## config.mk

```make
export PLATFORM = sky130hd
export DESIGN_NAME = nic_tx
export DESIGN_NICKNAME = d
export VERILOG_FILES = /design/src/rtl/nic_tx.sv
export SDC_FILE = /design/constraint.sdc
export NUM_CORES = 1
export LEC_CHECK = 0
export CORE_MARGIN = 2
export CORE_UTILIZATION = 25
export CTS_BUF_LIST = sky130_fd_sc_hd__clkbuf_16
export DETAILED_ROUTE_END_ITERATION = 12
export GPL_ROUTABILITY_DRIVEN = 0
export HOLD_SLACK_MARGIN = 0.15
export PLACE_DENSITY = 0.62
export SYNTH_ARGS = -nofsm -noshare
export SYNTH_HDL_FRONTEND = slang
export SYNTH_SLANG_ARGS = --single-unit
```

## constraint.sdc

```tcl
create_clock -name clk -period 1.8 [get_ports clk]
set_clock_uncertainty 0.15 [all_clocks]
set_input_delay 0.36 -clock clk [delete_from_list [all_inputs] [get_ports clk]]
set_output_delay 0.36 -clock clk [all_outputs]
set_load 0.02 [all_outputs]
```

## src/rtl/nic_tx.sv

```systemverilog
// nic_tx: network-interface transmitter. Takes packet descriptors and payload words
// from the local core, then drives head/body/tail flits into the router's local input
// port. Each packet picks a VC round-robin among the router's ready VCs and keeps it
// until the tail.
// Optional feature: define NIC_TX_STATS_EN to add the pkt_cnt output. It counts
// completed packets and wraps at 16 bits.
// The flit layout macros below fall back to a default layout when no global
// definitions exist: a 32-bit flit with TYPE[31:29], VCH[28], DST[27:24] and 2 VCs.

`ifndef DATAW
`define DATAW 31
`endif
`ifndef VCH
`define VCH 1
`endif
`ifndef VCHW
`define VCHW 0
`endif
`ifndef TYPE_MSB
`define TYPE_MSB 31
`endif
`ifndef TYPE_LSB
`define TYPE_LSB 29
`endif
`ifndef VCH_MSB
`define VCH_MSB 28
`endif
`ifndef VCH_LSB
`define VCH_LSB 28
`endif
`ifndef DST_MSB
`define DST_MSB 27
`endif
`ifndef DST_LSB
`define DST_LSB 24
`endif
`ifndef TYPE_HEAD
`define TYPE_HEAD 3'b001
`endif
`ifndef TYPE_BODY
`define TYPE_BODY 3'b010
`endif
`ifndef TYPE_TAIL
`define TYPE_TAIL 3'b011
`endif
`ifndef TYPE_HEADTAIL
`define TYPE_HEADTAIL 3'b100
`endif

module nic_tx #(
   parameter int unsigned ROUTERID = 0,
   parameter int unsigned LENW     = 3
) (
   input  logic                         clk,
   input  logic                         rst_,
   input  logic                         pkt_valid,
   input  logic [`DST_MSB-`DST_LSB:0]   pkt_dst,
   input  logic [LENW:0]                pkt_len,
   output logic                         pkt_ack,
   input  logic [`DATAW:0]              pay_data,
   input  logic                         pay_valid,
   output logic                         pay_ready,
   output logic [`DATAW:0]              odata,
   output logic                         ovalid,
   output logic [`VCHW:0]               ovch,
   input  logic [`VCH:0]                irdy,
`ifdef NIC_TX_STATS_EN
   output logic [15:0]                  pkt_cnt,
`endif
   output logic                         busy
);

   localparam int NumVc = `VCH + 1;
   localparam logic [LENW:0] LenOne = (LENW + 1)'(1);

   typedef enum logic [0:0] {StIdle, StSend} state_e;

   state_e                       state_q, state_d;
   logic [`VCHW:0]               vc_q, vc_d;
   logic [`VCHW:0]               rr_q, rr_d;
   logic [LENW:0]                len_q, len_d;
   logic [LENW:0]                cnt_q, cnt_d;
   logic [`DST_MSB-`DST_LSB:0]   dst_q, dst_d;
   logic                         ack_d;
   logic                         pick_ok;
   logic [`VCHW:0]               pick_vc;
   logic                         xfer;
   logic                         first;
   logic                         last;
   logic [`TYPE_MSB-`TYPE_LSB:0] ftype;
   logic [`DATAW:0]              flit;

   // Round-robin VC pick: first ready VC after the last-used one. Scanning from the
   // farthest candidate down lets the nearest ready candidate win.
   always_comb begin
      int             cand;
      logic [`VCHW:0] c;
      pick_ok = 1'b0;
      pick_vc = rr_q;
      for (int k = NumVc; k >= 1; k--) begin
         cand = (int'(rr_q) + k) % NumVc;
         c    = cand[`VCHW:0];
         if (irdy[c]) begin
            pick_ok = 1'b1;
            pick_vc = c;
         end
      end
   end

   // Handshake decode; pay_ready depends only on the router side and the held VC.
   always_comb begin
      busy      = (state_q == StSend);
      pay_ready = busy && irdy[vc_q];
      xfer      = pay_ready && pay_valid;
      first     = (cnt_q == '0);
      last      = (cnt_q == len_q - LenOne);
   end

   // Next-state: descriptor acceptance in idle, flit counting in send.
   always_comb begin
      state_d = state_q;
      vc_d    = vc_q;
      rr_d    = rr_q;
      len_d   = len_q;
      dst_d   = dst_q;
      cnt_d   = cnt_q;
      ack_d   = 1'b0;
      unique case (state_q)
         StIdle: begin
            if (pkt_valid && pick_ok) begin
               vc_d    = pick_vc;
               rr_d    = pick_vc;
               len_d   = (pkt_len == '0) ? LenOne : pkt_len;
               dst_d   = pkt_dst;
               cnt_d   = '0;
               ack_d   = 1'b1;
               state_d = StSend;
            end
         end
         StSend: begin
            if (xfer) begin
               cnt_d = cnt_q + LenOne;
               if (last) state_d = StIdle;
            end
         end
         default: state_d = StIdle;
      endcase
   end

   // Flit assembly: the TYPE field is always overwritten, and routing fields only on the head.
   always_comb begin
      if (len_q == LenOne) ftype = `TYPE_HEADTAIL;
      else if (first)      ftype = `TYPE_HEAD;
      else if (last)       ftype = `TYPE_TAIL;
      else                 ftype = `TYPE_BODY;
      flit = pay_data;
      flit[`TYPE_MSB:`TYPE_LSB] = ftype;
      if (first) begin
         flit[`DST_MSB:`DST_LSB] = dst_q;
         flit[`VCH_MSB:`VCH_LSB] = vc_q;
      end
   end

   // Control state registers.
   always_ff @(posedge clk or posedge rst_) begin
      if (rst_) begin
         state_q <= StIdle;
         vc_q    <= '0;
         rr_q    <= (`VCHW + 1)'(1);
         len_q   <= LenOne;
         cnt_q   <= '0;
         dst_q   <= '0;
         pkt_ack <= 1'b0;
      end else begin
         state_q <= state_d;
         vc_q    <= vc_d;
         rr_q    <= rr_d;
         len_q   <= len_d;
         cnt_q   <= cnt_d;
         dst_q   <= dst_d;
         pkt_ack <= ack_d;
      end
   end

   // Registered router-side outputs; odata reads as zero whenever no flit is presented.
   always_ff @(posedge clk or posedge rst_) begin
      if (rst_) begin
         odata  <= '0;
         ovalid <= 1'b0;
         ovch   <= '0;
      end else begin
         ovalid <= xfer;
         odata  <= xfer ? flit : '0;
         if (xfer) ovch <= vc_q;
      end
   end

`ifdef NIC_TX_STATS_EN
   // Completed-packet counter; the natural 16-bit wrap is intended.
   always_ff @(posedge clk or posedge rst_) begin
      if (rst_) pkt_cnt <= '0;
      else if (xfer && last) pkt_cnt <= pkt_cnt + 16'd1;
   end
`endif

endmodule
```

# --- Word level (Yosys, flattened, before mapping) ---
# Index checks and enable logic that the tools add are counted.
totals:
  wordCells: 53
  ramBits: 0
  in_bits: 46
  latchBits: 0
  memories: 0
  reg_bits: 50
  output_inout_bits: 37
  romBits: 0
op_classes:
  n_reduce_logical: 7
  addsub: 4
  multipliers: 0
  n_eq_ne: 4
  shift: 0
  n_bitwise: 1
  muxes: 24
  div_mod_pow: 0
  order_cmp: 3
ops:
  columns: ["operator", "count"]
  rows:
  - ["$mux W32", 1]
  - ["$mux W1", 15]
  - ["$mux W4", 3]
  - ["$logic_not A4 Y1", 2]
  - ["$pmux W4 S2", 1]
  - ["$lt A1 B2 Y1 const B", 3]
  - ["$mux W5", 1]
  - ["$add A4 B1 Y4 const B", 1]
  - ["$eq A4 B1 Y1 const B", 1]
  - ["$eq A4 B4 Y1", 1]
  - ["$reduce_and A2 Y1", 2]
  - ["$sub A4 B1 Y4 const B", 1]
  - ["$logic_and A1 B1 Y1", 3]
  - ["$mux W3", 1]
  - ["$add A1 B1 Y1 const B", 2]
  - ["$mux W2", 1]
  - ["$ne A2 B1 Y1 const B", 1]
  - ["$ne A2 B2 Y1 const B", 1]
  - ["$pmux W1 S2", 1]
  - ["$not A1 Y1", 1]

# --- Longest topological paths before layout ---
# Gate-level depths: netlist of the first run.
logic_depth:
  word_depth: 8
  ltp_mapped: 6
  depth_no_buf: 6

# --- Worst setup path after synthesis of the first run ---
# Ideal clock, no wire load.
synth_timing:
  kind: "reg2reg"
  from: "register len_q[0]"
  to: "register state_q, in the netlist busy"
  path_stages_with_launch: 7
  setup_slack_ns: 0.056
  arrival_time_ns: 1.475
  path_cell_list: "dfstp_2 > inv_1 > ha_1 > xor3_1 > nor3_1 > nand3_1 > o21a_1"
synth_via:
  elab_chain_len: 5
synth_lines:
  columns: ["element", "line", "source"]
  rows:
  - ["start: declaration", "81", "logic [LENW:0] len_q, len_d;"]
  - ["start signal: assignment", "170", "len_q <= LenOne;"]
  - ["start signal: assignment", "178", "len_q <= len_d;"]
  - ["$sub A4 B1 Y4", "116", "last = (cnt_q == len_q - LenOne);"]
  - ["$eq A4 B4 Y1", "116", null]
  - ["$mux W1", "143", "if (last) state_d = StIdle;"]
  - ["$mux W1", "141", "if (xfer) begin"]
  - ["$pmux W1 S2", "128", "unique case (state_q)"]
  - ["named net state_d", "78", "state_e state_q, state_d;"]
  - ["end signal: assignment", "167", "state_q <= StIdle;"]
  - ["end signal: assignment", "175", "state_q <= state_d;"]
  - ["end: declaration", "78", null]
# The timed path passes the listed nets, and every way through them passes these cells.
# A chain may end at the register's enable or synchronous reset.

# --- Worst setup path after layout of the first run ---
layout_timing:
  from: "register vc_q"
  to: "output pay_ready"
layout_via:
  elab_chain_len: 3
layout_lines:
  columns: ["element", "line", "source"]
  rows:
  - ["start: declaration", "79", "logic [`VCHW:0] vc_q, vc_d;"]
  - ["start signal: assignment", "176", "vc_q <= vc_d;"]
  - ["$mux W1 (not written as such) (2 in a row)", "113", "pay_ready = busy && irdy[vc_q];"]
  - ["$logic_and A1 B1 Y1", "113", null]
  - ["end: declaration", "62", "output logic pay_ready,"]
# Every way passes these cells. The select of a mux whose other input is x is not followed.

==> run metrics, run 1 <==
largest net degree at the start of global routing=28; DRT iter0 DRCs=28; Slew Limit Fails=0; synthesized flop and latch total=50; Crit path arrival time=1.28 ns; # Max-Cap Violations=0; Filler cells=766; top cell type's share of synthesized area=61.2%; CTS sink count=50; FF+latch area=1250 µm²; final wirelength=4.56 mm; Place WS=-0.496 ns; Inserted Clock Buffers=5; Synthesis Warnings=0; antenna violations before repair=0; crit path capture type=primary output; sequential area share after synthesis=63.9%; TritonRoute pass-1 iters=4; fin crit period=1.79 ns; Max Clock Freq=558 MHz; Power Dens Cells=1320 nW/µm²; Synth cell types=31; Max Buffers Root-to-Sink=2; Port Buffers=79; nets@finish=302; design area=3180 µm²; clk slew on worst S/H paths=0.07 ns; worst path required time=1.29 ns; Avg Synthesized Cell Area=12.7 µm²; initial core utilization=25.7%; Mapped Area=1960 µm²; multi-input logic area=657 µm²; Worst-Margin Slew=0.345 ns; Placed Area=3030 µm²; largest cells by area after synthesis=dfrtp_1, and3_1, mux2_2; GRT Overall Usage=11.3%; Synth-to-Final Area Change=62.1%; worst-skew pair later-pin latency=0.28 ns; status=completed; final setup fails=0; Die Ht=92.6 µm; Total Power=4.19 mW; Async S/R FF share, synth=100%; Post-synth EDFFs=0; leakage power=1.53 nW; die area=8580 µm²; clk root buf=clkbuf_16; antenna-violating nets left=0; Final Hold Fails=0; Hold Crit Class=in -> async; die width=92.6 µm; post-DP HPWL=3.38 mm; Vias=1460; DRC viols=0; crit-path max FO=2; maximum vdd drop=0.000577 V; vias in the first global route=1488; CTS tree=yes; vias per std cell=4.11; n_diodes=0; setup_tns=0 ns; max_slew headroom=76.9%; Post-Syn Instances=154; Final Worst Setup Slack=0.00715 ns; row count=32; global-route wire length before repair=7.45 mm; Setup CP Type=reg -> out; fraction of layout cells with a size suffix above 1=17.0%; WL/cell=12.8 µm; io pins=83; core area=7650 µm²; ys flop type=dfrtp_1; post-synthesis net count=204; Final period util=99.6%; Max H-tree Level=2; global route total overflow=0; nature of the critical path startpoint=flop; area leader, netlist=dfrtp_1; RSZ-0062 raised after global routing=true
## path summary, 6_finish.rpt
path                              to  startpoint  cells past startpoint  slack [ns]
setup / recovery           pay_ready        vc_q                      3       0.007
hold / removal                  ovch        rst_                      2        0.21
setup reg to reg                busy    len_q[0]                      6        0.11
hold reg to reg                 ovch        ovch                      2        0.33
max in group asynchronous   len_q[0]        rst_                      3        0.82
min in group clk                ovch        ovch                      2        0.33
## cell type report
type                            instances  share of cell area [%]
Multi-Input combinational cell         91                    20.6
Clock inverter                          3                   0.551
Clock buffer                            5                    3.93
Inverter                                6                   0.865
Tap cell                              102                    4.01
Sequential cell                        50                    39.4
Timing Repair Buffer                   98                    30.6
## per-layer routing
| layer | track usage [%] | wire length [µm] | vias to the layer above |
|---|---|---|---|
| li1 | - | - | 713 |
| met1 | 15.5 | 2200 | 670 |
| met2 | 16.8 | 1920 | 72 |
| met3 | 4.07 | 389 | 5 |
| met4 | 3.31 | 55 | 0 |
| met5 | 0 | 0 | - |
## power breakdown
group          total, mW  internal, mW  switching, mW
Combinational       1.68         0.906          0.776
Clock              0.904         0.510          0.394
Sequential          1.61          1.43          0.180
Total               4.19          2.85           1.35
## cells by family (layout without fill, tap and decap cells)
logic type / Yosys count / in the layout / share of synthesized area (%)
XOR/XNOR: 7 / 7 / 3.89
adder cells (fa/ha/maj): 4 / 4 / 2.55
AO/OA/AOI/OAI: 12 / 12 / 3.57
multiplexers: 12 / 12 / 6.76
AND/OR/NAND/NOR: 56 / 56 / 16.3
flip-flops: 50 / 50 / 63.9
buffers and inverters: 13 / 112 / 3.06
## sequential cells by signal (all words and copies together) (netlist names), 4 cells and up
register / flops
len_q: 4
dst_q: 4
odata: 32
cnt_q: 4
## repair_timing
| item | CTS | global route |
|---|---|---|
| buffers inserted | 0 | 0 |
| hold endpoints to repair | 0 | 0 |
| pin swaps | 0 | 3 |
| setup endpoints to repair | 3 | 4 |
| resized for setup | 11 | 2 |
| hold buffers | 0 | 0 |
## cell usage after synthesis (2+ instances only)
cell / n
inv_1: 5
nor2_1: 11
dfstp_2: 2
nand2_1: 7
buf_2: 2
nand3_1: 3
a21oi_1: 3
nor3_1: 3
a31oi_1: 2
o21ai_0: 3
mux2_2: 6
and3_1: 25
clkbuf_1: 4
xor2_1: 3
dfrtp_1: 48
o21a_1: 2
ha_1: 4
and2_1: 2
mux2i_1: 5
xnor2_1: 3
## worst max-delay path: stages (launching register included)
cell and delay, ns:
dfrtp_1 0.40, mux2_4 0.32, and2_4 0.16, buf_6 0.12
## metrics by stage
step / hold slack (ns) / util, % / cells
3_3_place_gp: 0.319 / 39.6 / 347
5_1_grt: 0.239 / 41.6 / 355
3_5_place_dp: 0.320 / 39.6 / 347
6_report: 0.208 / 41.6 / 355
4_1_cts: 0.215 / 41.5 / 355
2_1_floorplan: 0.273 / - / 154
## layout by cell type (no fill, tap or decap), types with 4 or more instances in the layout
cell             instances
and3_1                  25
buf_4                   16
clkbuf_16                5
clkdlybuf4s50_1         73
dfrtp_1                 48
ha_1                     4
inv_1                    5
mux2_2                   6
mux2i_1                  5
nand2_1                  7
nor2_1                  11
(Power assumes the default switching activity.)
==> run 2, diff against run 1 <==
--- a/config.mk
+++ b/config.mk
@@ -11,7 +11,7 @@
 export DETAILED_ROUTE_END_ITERATION = 12
 export GPL_ROUTABILITY_DRIVEN = 0
 export HOLD_SLACK_MARGIN = 0.15
-export PLACE_DENSITY = 0.62
+export PLACE_DENSITY = 0.54
 export SYNTH_ARGS = -nofsm -noshare
 export SYNTH_HDL_FRONTEND = slang
 export SYNTH_SLANG_ARGS = --single-unit
==> run 2 against run 1 <==
Effect of this change: core utilization increased by 0.34 points; sequential share of layout area decreased by 0.32 points; sequential power about the same; cell count increased by 0.28%; worst hold slack got worse by 0.0025 ns; first-iteration DRC count increased by 39%.
==> run metrics, run 2 (same netlist as run 1, synthesis figures left out) <==
status=completed; Hold Crit Class=in -> async; Max Buffers Root-to-Sink=2; Place WS=-0.487 ns; fin crit period=1.79 ns; final wirelength=4.49 mm; CTS sink count=50; setup_tns=0 ns; DRC viols=0; sequential share of power=37.5%; Synth-to-Final Area Change=63.4%; leading cell type in the layout, fill and taps excluded=clkdlybuf4s50_1; Min Hold Slack=0.205 ns; Clock power frac=21.3%; initial core utilization=25.7%; Inserted Clock Buffers=5; cts hold-fix bufs=0; Final Worst Setup Slack=0.0128 ns; global route total overflow=0; most frequent cells in the layout=clkdlybuf4s50_1, dfrtp_1, and3_1; antenna violations before repair=0; RSZ-0062 raised after global routing=true; post-DP HPWL=3.21 mm; FF+latch area=1250 µm²; final setup fails=0; worst-skew pair later-pin latency=0.29 ns; Slew Limit Fails=0; Filler cells=736; row count=32; Final Hold Fails=0; crit-path max FO=2; Crit path arrival time=1.28 ns; Worst-Margin Slew=0.338 ns; clk slew on worst S/H paths=0.07 ns; max reg flops=32; io pins=83; Max H-tree Level=2; Port Buffers=79; nature of the critical path startpoint=flop; final core occ=42.0%; antenna-violating nets left=0; multi-input logic area=677 µm²; Most flops, register=odata; Setup CP Type=reg -> out; Net Switching=1.38 mW; WL/cell=12.6 µm; leakage power=1.53 nW; TritonRoute pass-1 iters=4; clk root buf=clkbuf_16; placed insts=347; vias in the first global route=1472; Vias=1483; die area=8580 µm²; worst path cell trace=mux2_4 -> and2_4 -> buf_6; # Max-Cap Violations=0; largest net degree at the start of global routing=28; reg-to-reg slack, setup=0.12 ns; Worst path max stage delay=0.39 ns; Final period util=99.3%; switching fraction of total power=32.2%; die width=92.6 µm; Internal=2.91 mW; Power Dens Cells=1340 nW/µm²; n_diodes=0; critical path's slowest cell=dfrtp_1; combinational group share of total power=41.2%; core area=7650 µm²; GRT Overall Usage=10.9%; Die Ht=92.6 µm; max_slew headroom=77.4%; nets@finish=303; crit path capture type=primary output; worst path required time=1.29 ns; fraction of layout cells with a size suffix above 1=17.7%; CTS tree=yes; global-route wire length before repair=7.34 mm; Max Clock Freq=560 MHz; vias per std cell=4.17; non-filler cells, final=356; DRT iter0 DRCs=39; maximum vdd drop=0.000531 V
[run 2: final timing paths]
path / end / from / cells past startpoint
max: pay_ready / vc_q / 3
min: ovalid / rst_ / 2
max reg2reg: cnt_q[0] / vc_q / 6
min reg2reg: ovch / ovch / 2
max in group asynchronous: len_q[0] / rst_ / 3
min in group clk: rr_q / irdy[0] / 3
[run 2: area by class of cell]
type	count	area share (%)
well taps	102	3.98
clock inverters	3	0.507
multi-input cells	91	21.1
inverters	6	0.858
clock buffers	5	3.90
flip-flops and latches	50	39.1
repair buffers	99	30.6
[run 2: critical path, delay by kind of cell, from the launching register on]
family / cells / cell delay, ns
DFF: 1 / 0.39
muxes: 1 / 0.31
and+or+nand+nor: 1 / 0.16
buffers and inverters: 1 / 0.12
[run 2: power groups by stage]
stage	Combinational [mW]	Clock (mW)	Sequential, mW
3_5_place_dp	1.68	0	1.63
5_1_grt	1.94	0.991	1.66
3_3_place_gp	1.67	0	1.63
2_1_floorplan	0.772	0	1.79
6_report	1.77	0.914	1.61
4_1_cts	1.72	0.942	1.61
[run 2: metrics by stage]
| stage | area (µm²) | power [mW] |
|---|---|---|
| after floorplan | 1960 | 2.56 |
| after global placement | 3030 | 3.30 |
| after detailed placement | 3030 | 3.31 |
| after CTS | 3180 | 4.27 |
| after global routing | 3210 | 4.59 |
| final | 3210 | 4.29 |
[run 2: timing repair]
item / CTS / global route
endpoints found under the setup margin: 3 / 4
pin swaps: 0 / 4
buffers inserted: 0 / 1
gates resized for setup: 11 / 4
[run 2: layer usage]
metal  routed length, µm  up-vias  GRT usage, %
li1                    -      714             -
met1                2150      700          15.7
met2                1900       67          15.9
met3                 416        2          3.42
met4                  27        0          2.94
met5                   0        -             0
==> run 3, diff against run 2 <==
==> config.mk (replaced) <==
export PLATFORM = sky130hd
export DESIGN_NAME = nic_tx
export DESIGN_NICKNAME = d
export VERILOG_FILES = /design/src/rtl/nic_tx.sv
export SDC_FILE = /design/constraint.sdc
export NUM_CORES = 1
export LEC_CHECK = 0
export CORE_MARGIN = 2
export CORE_UTILIZATION = 39
export CTS_BUF_LIST = sky130_fd_sc_hd__clkbuf_4
export DETAILED_ROUTE_END_ITERATION = 12
export GPL_ROUTABILITY_DRIVEN = 0
export HOLD_SLACK_MARGIN = 0.15
export PLACE_DENSITY = 0.77
export RECOVER_POWER = 100
export SYNTH_ARGS = -nofsm -noshare
export SYNTH_HDL_FRONTEND = slang
export SYNTH_SLANG_ARGS = --single-unit
==> run 3 against run 2 <==
Effect of this change: highest routed layer unchanged; global-route usage grew 5.3 points; first-iteration DRC count grew 44%; core utilization grew 21 points; critical path depth grew 1; worst hold slack gained 0.14 ns; fmax shrank 5.2%; the run now ends with setup timing left; sequential power is essentially flat; via count shrank 2.1%; largest power group unchanged; final area shrank 6.1%.
==> run metrics, run 3 (same netlist as run 1, synthesis figures left out) <==
status=finished with violations; failing checks=setup timing; RSZ-0062 raised after global routing=true; FF+latch area=1250 µm²; combinational group share of total power=43.7%; vias in the first global route=1395; Min Hold Slack=0.343 ns; clk slew on worst S/H paths=0.12 ns; Net Switching=1.27 mW; critical path's slowest cell=clkdlybuf4s50_1; CP Buf/Inv Count=2; die width=75.0 µm; fraction of layout cells with a size suffix above 1=16.9%; worst path required time=1.29 ns; WL/cell=13.1 µm; placed insts=311; Placed Area=2970 µm²; Internal=2.41 mW; n_diodes=0; max reg flops=32; nature of the critical path startpoint=input port; grt met3 use=3.48%; most frequent cells in the layout=dfrtp_1, clkdlybuf4s50_1, dlygate4sd2_1; global route total overflow=0; final setup fails=1; core area=4790 µm²; gr busiest metal=met2; Port Buffers=79; leading cell type in the layout, fill and taps excluded=dfrtp_1; Crit path arrival time=1.38 ns; antenna-violating nets left=0; largest net degree at the start of global routing=28; die area=5620 µm²; final wirelength=4.21 mm; clk root buf=clkbuf_4; post-DP HPWL=3.16 mm; multi-input logic area=654 µm²; Worst path max stage delay=0.43 ns; Final Hold Fails=0; M2 GR Usage=26.4%; Max Clock Freq=530 MHz; Slew Limit Fails=0; Max H-tree Level=2; Final Worst Setup Slack=-0.0854 ns; vias per std cell=4.51; DRT iter0 DRCs=56; GRT Overall Usage=16.2%; CTS sink count=50; Max Buffers Root-to-Sink=2; Die Ht=75.0 µm; io pins=83; final core occ=63.0%; maximum vdd drop=0.000700 V; sequential share of power=43.0%; TritonRoute pass-1 iters=4; DRC viols=0; worst-skew pair later-pin latency=0.35 ns; Hold Crit Class=reg -> reg; global-route wire length before repair=6.67 mm; worst path cell trace=clkdlybuf4s50_1 -> mux2_4 -> and2_4 -> buf_6; crit-path max FO=2; switching fraction of total power=34.5%; nets@finish=304; crit path capture type=primary output; antenna violations before repair=0; Synth-to-Final Area Change=53.5%; # Max-Cap Violations=0; Final period util=105%; leakage power=1.63 nW; design area=3010 µm²; Inserted Clock Buffers=5; met1 usage=20.6%; Setup CP Type=in -> out; row count=25; Most flops, register=odata; CTS tree=yes; Clock power frac=13.2%; Worst-Margin Slew=0.341 ns; Power Dens Cells=1220 nW/µm²; Vias=1452; max_slew headroom=77.2%; cell family with most CP delay=buffers and inverters; fin crit period=1.89 ns; initial core utilization=41.0%; Filler cells=403; non-filler cells, final=322
run 3: cell count changes in the layout (fill, tap and decap cells not counted), moves of 5 or more:
cell,delta
clkdlybuf4s50_1,-31
dlygate4sd2_1,+31
clkbuf_4,+6
clkbuf_16,-5
run 3: power by group through the flow:
stage	Sequential [mW]	Clock [mW]	Combinational, mW
CTS	1.59	0.506	1.62
global placement	1.61	0	1.63
detailed placement	1.62	0	1.66
global route	1.62	0.552	1.76
finish	1.58	0.486	1.61
floorplan	1.79	0	0.772
run 3: through the flow:
step	TNS (ns)	power [mW]	setup slack (ns)
after floorplan	0	2.56	0.0562
after global placement	-2.62	3.24	-0.487
after detailed placement	-2.87	3.28	-0.496
after CTS	-0.0892	3.72	-0.0892
after global routing	-0.134	3.93	-0.134
final	-0.0854	3.68	-0.0854
run 3: worst min-delay path: cells and delay by family, from the launching register on:
kind	cells	cell delay, ns
and+or+nand+nor	2	0.11
DFF	1	0.37
run 3: repair_timing:
action,4_1_cts,5_1_grt
hold buffers,1,0
setup buffers,1,1
setup endpoints to repair,36,5
gates resized for setup,42,2
hold endpoints to repair,11,0
pin swaps,0,2
run 3: final cells by class:
cell class | instances | area share (%)
well taps | 67 | 2.78
flip-flops and latches | 50 | 41.6
clock inverters | 2 | 0.291
repair buffers | 100 | 31.2
inverters | 6 | 0.914
clock buffers | 6 | 1.50
multi-input cells | 91 | 21.7
run 3: layer usage:
layer | vias to the layer above | wire length [µm]
li1 | 720 | -
met5 | - | 0
met2 | 33 | 2160
met4 | 0 | 119
met1 | 689 | 1800
met3 | 10 | 138
run 3: path summary, 6_finish.rpt:
kind                          from         to  slack (ns)  cells after the start
max                        irdy[0]  pay_ready       -0.09                      4
min                           ovch       ovch        0.34                      2
max reg2reg                   vc_q   cnt_q[0]        0.10                      6
min reg2reg                   ovch       ovch        0.34                      2
max in group asynchronous     rst_   len_q[0]        0.33                      4
min in group asynchronous     rst_   dst_q[1]        0.70                      3
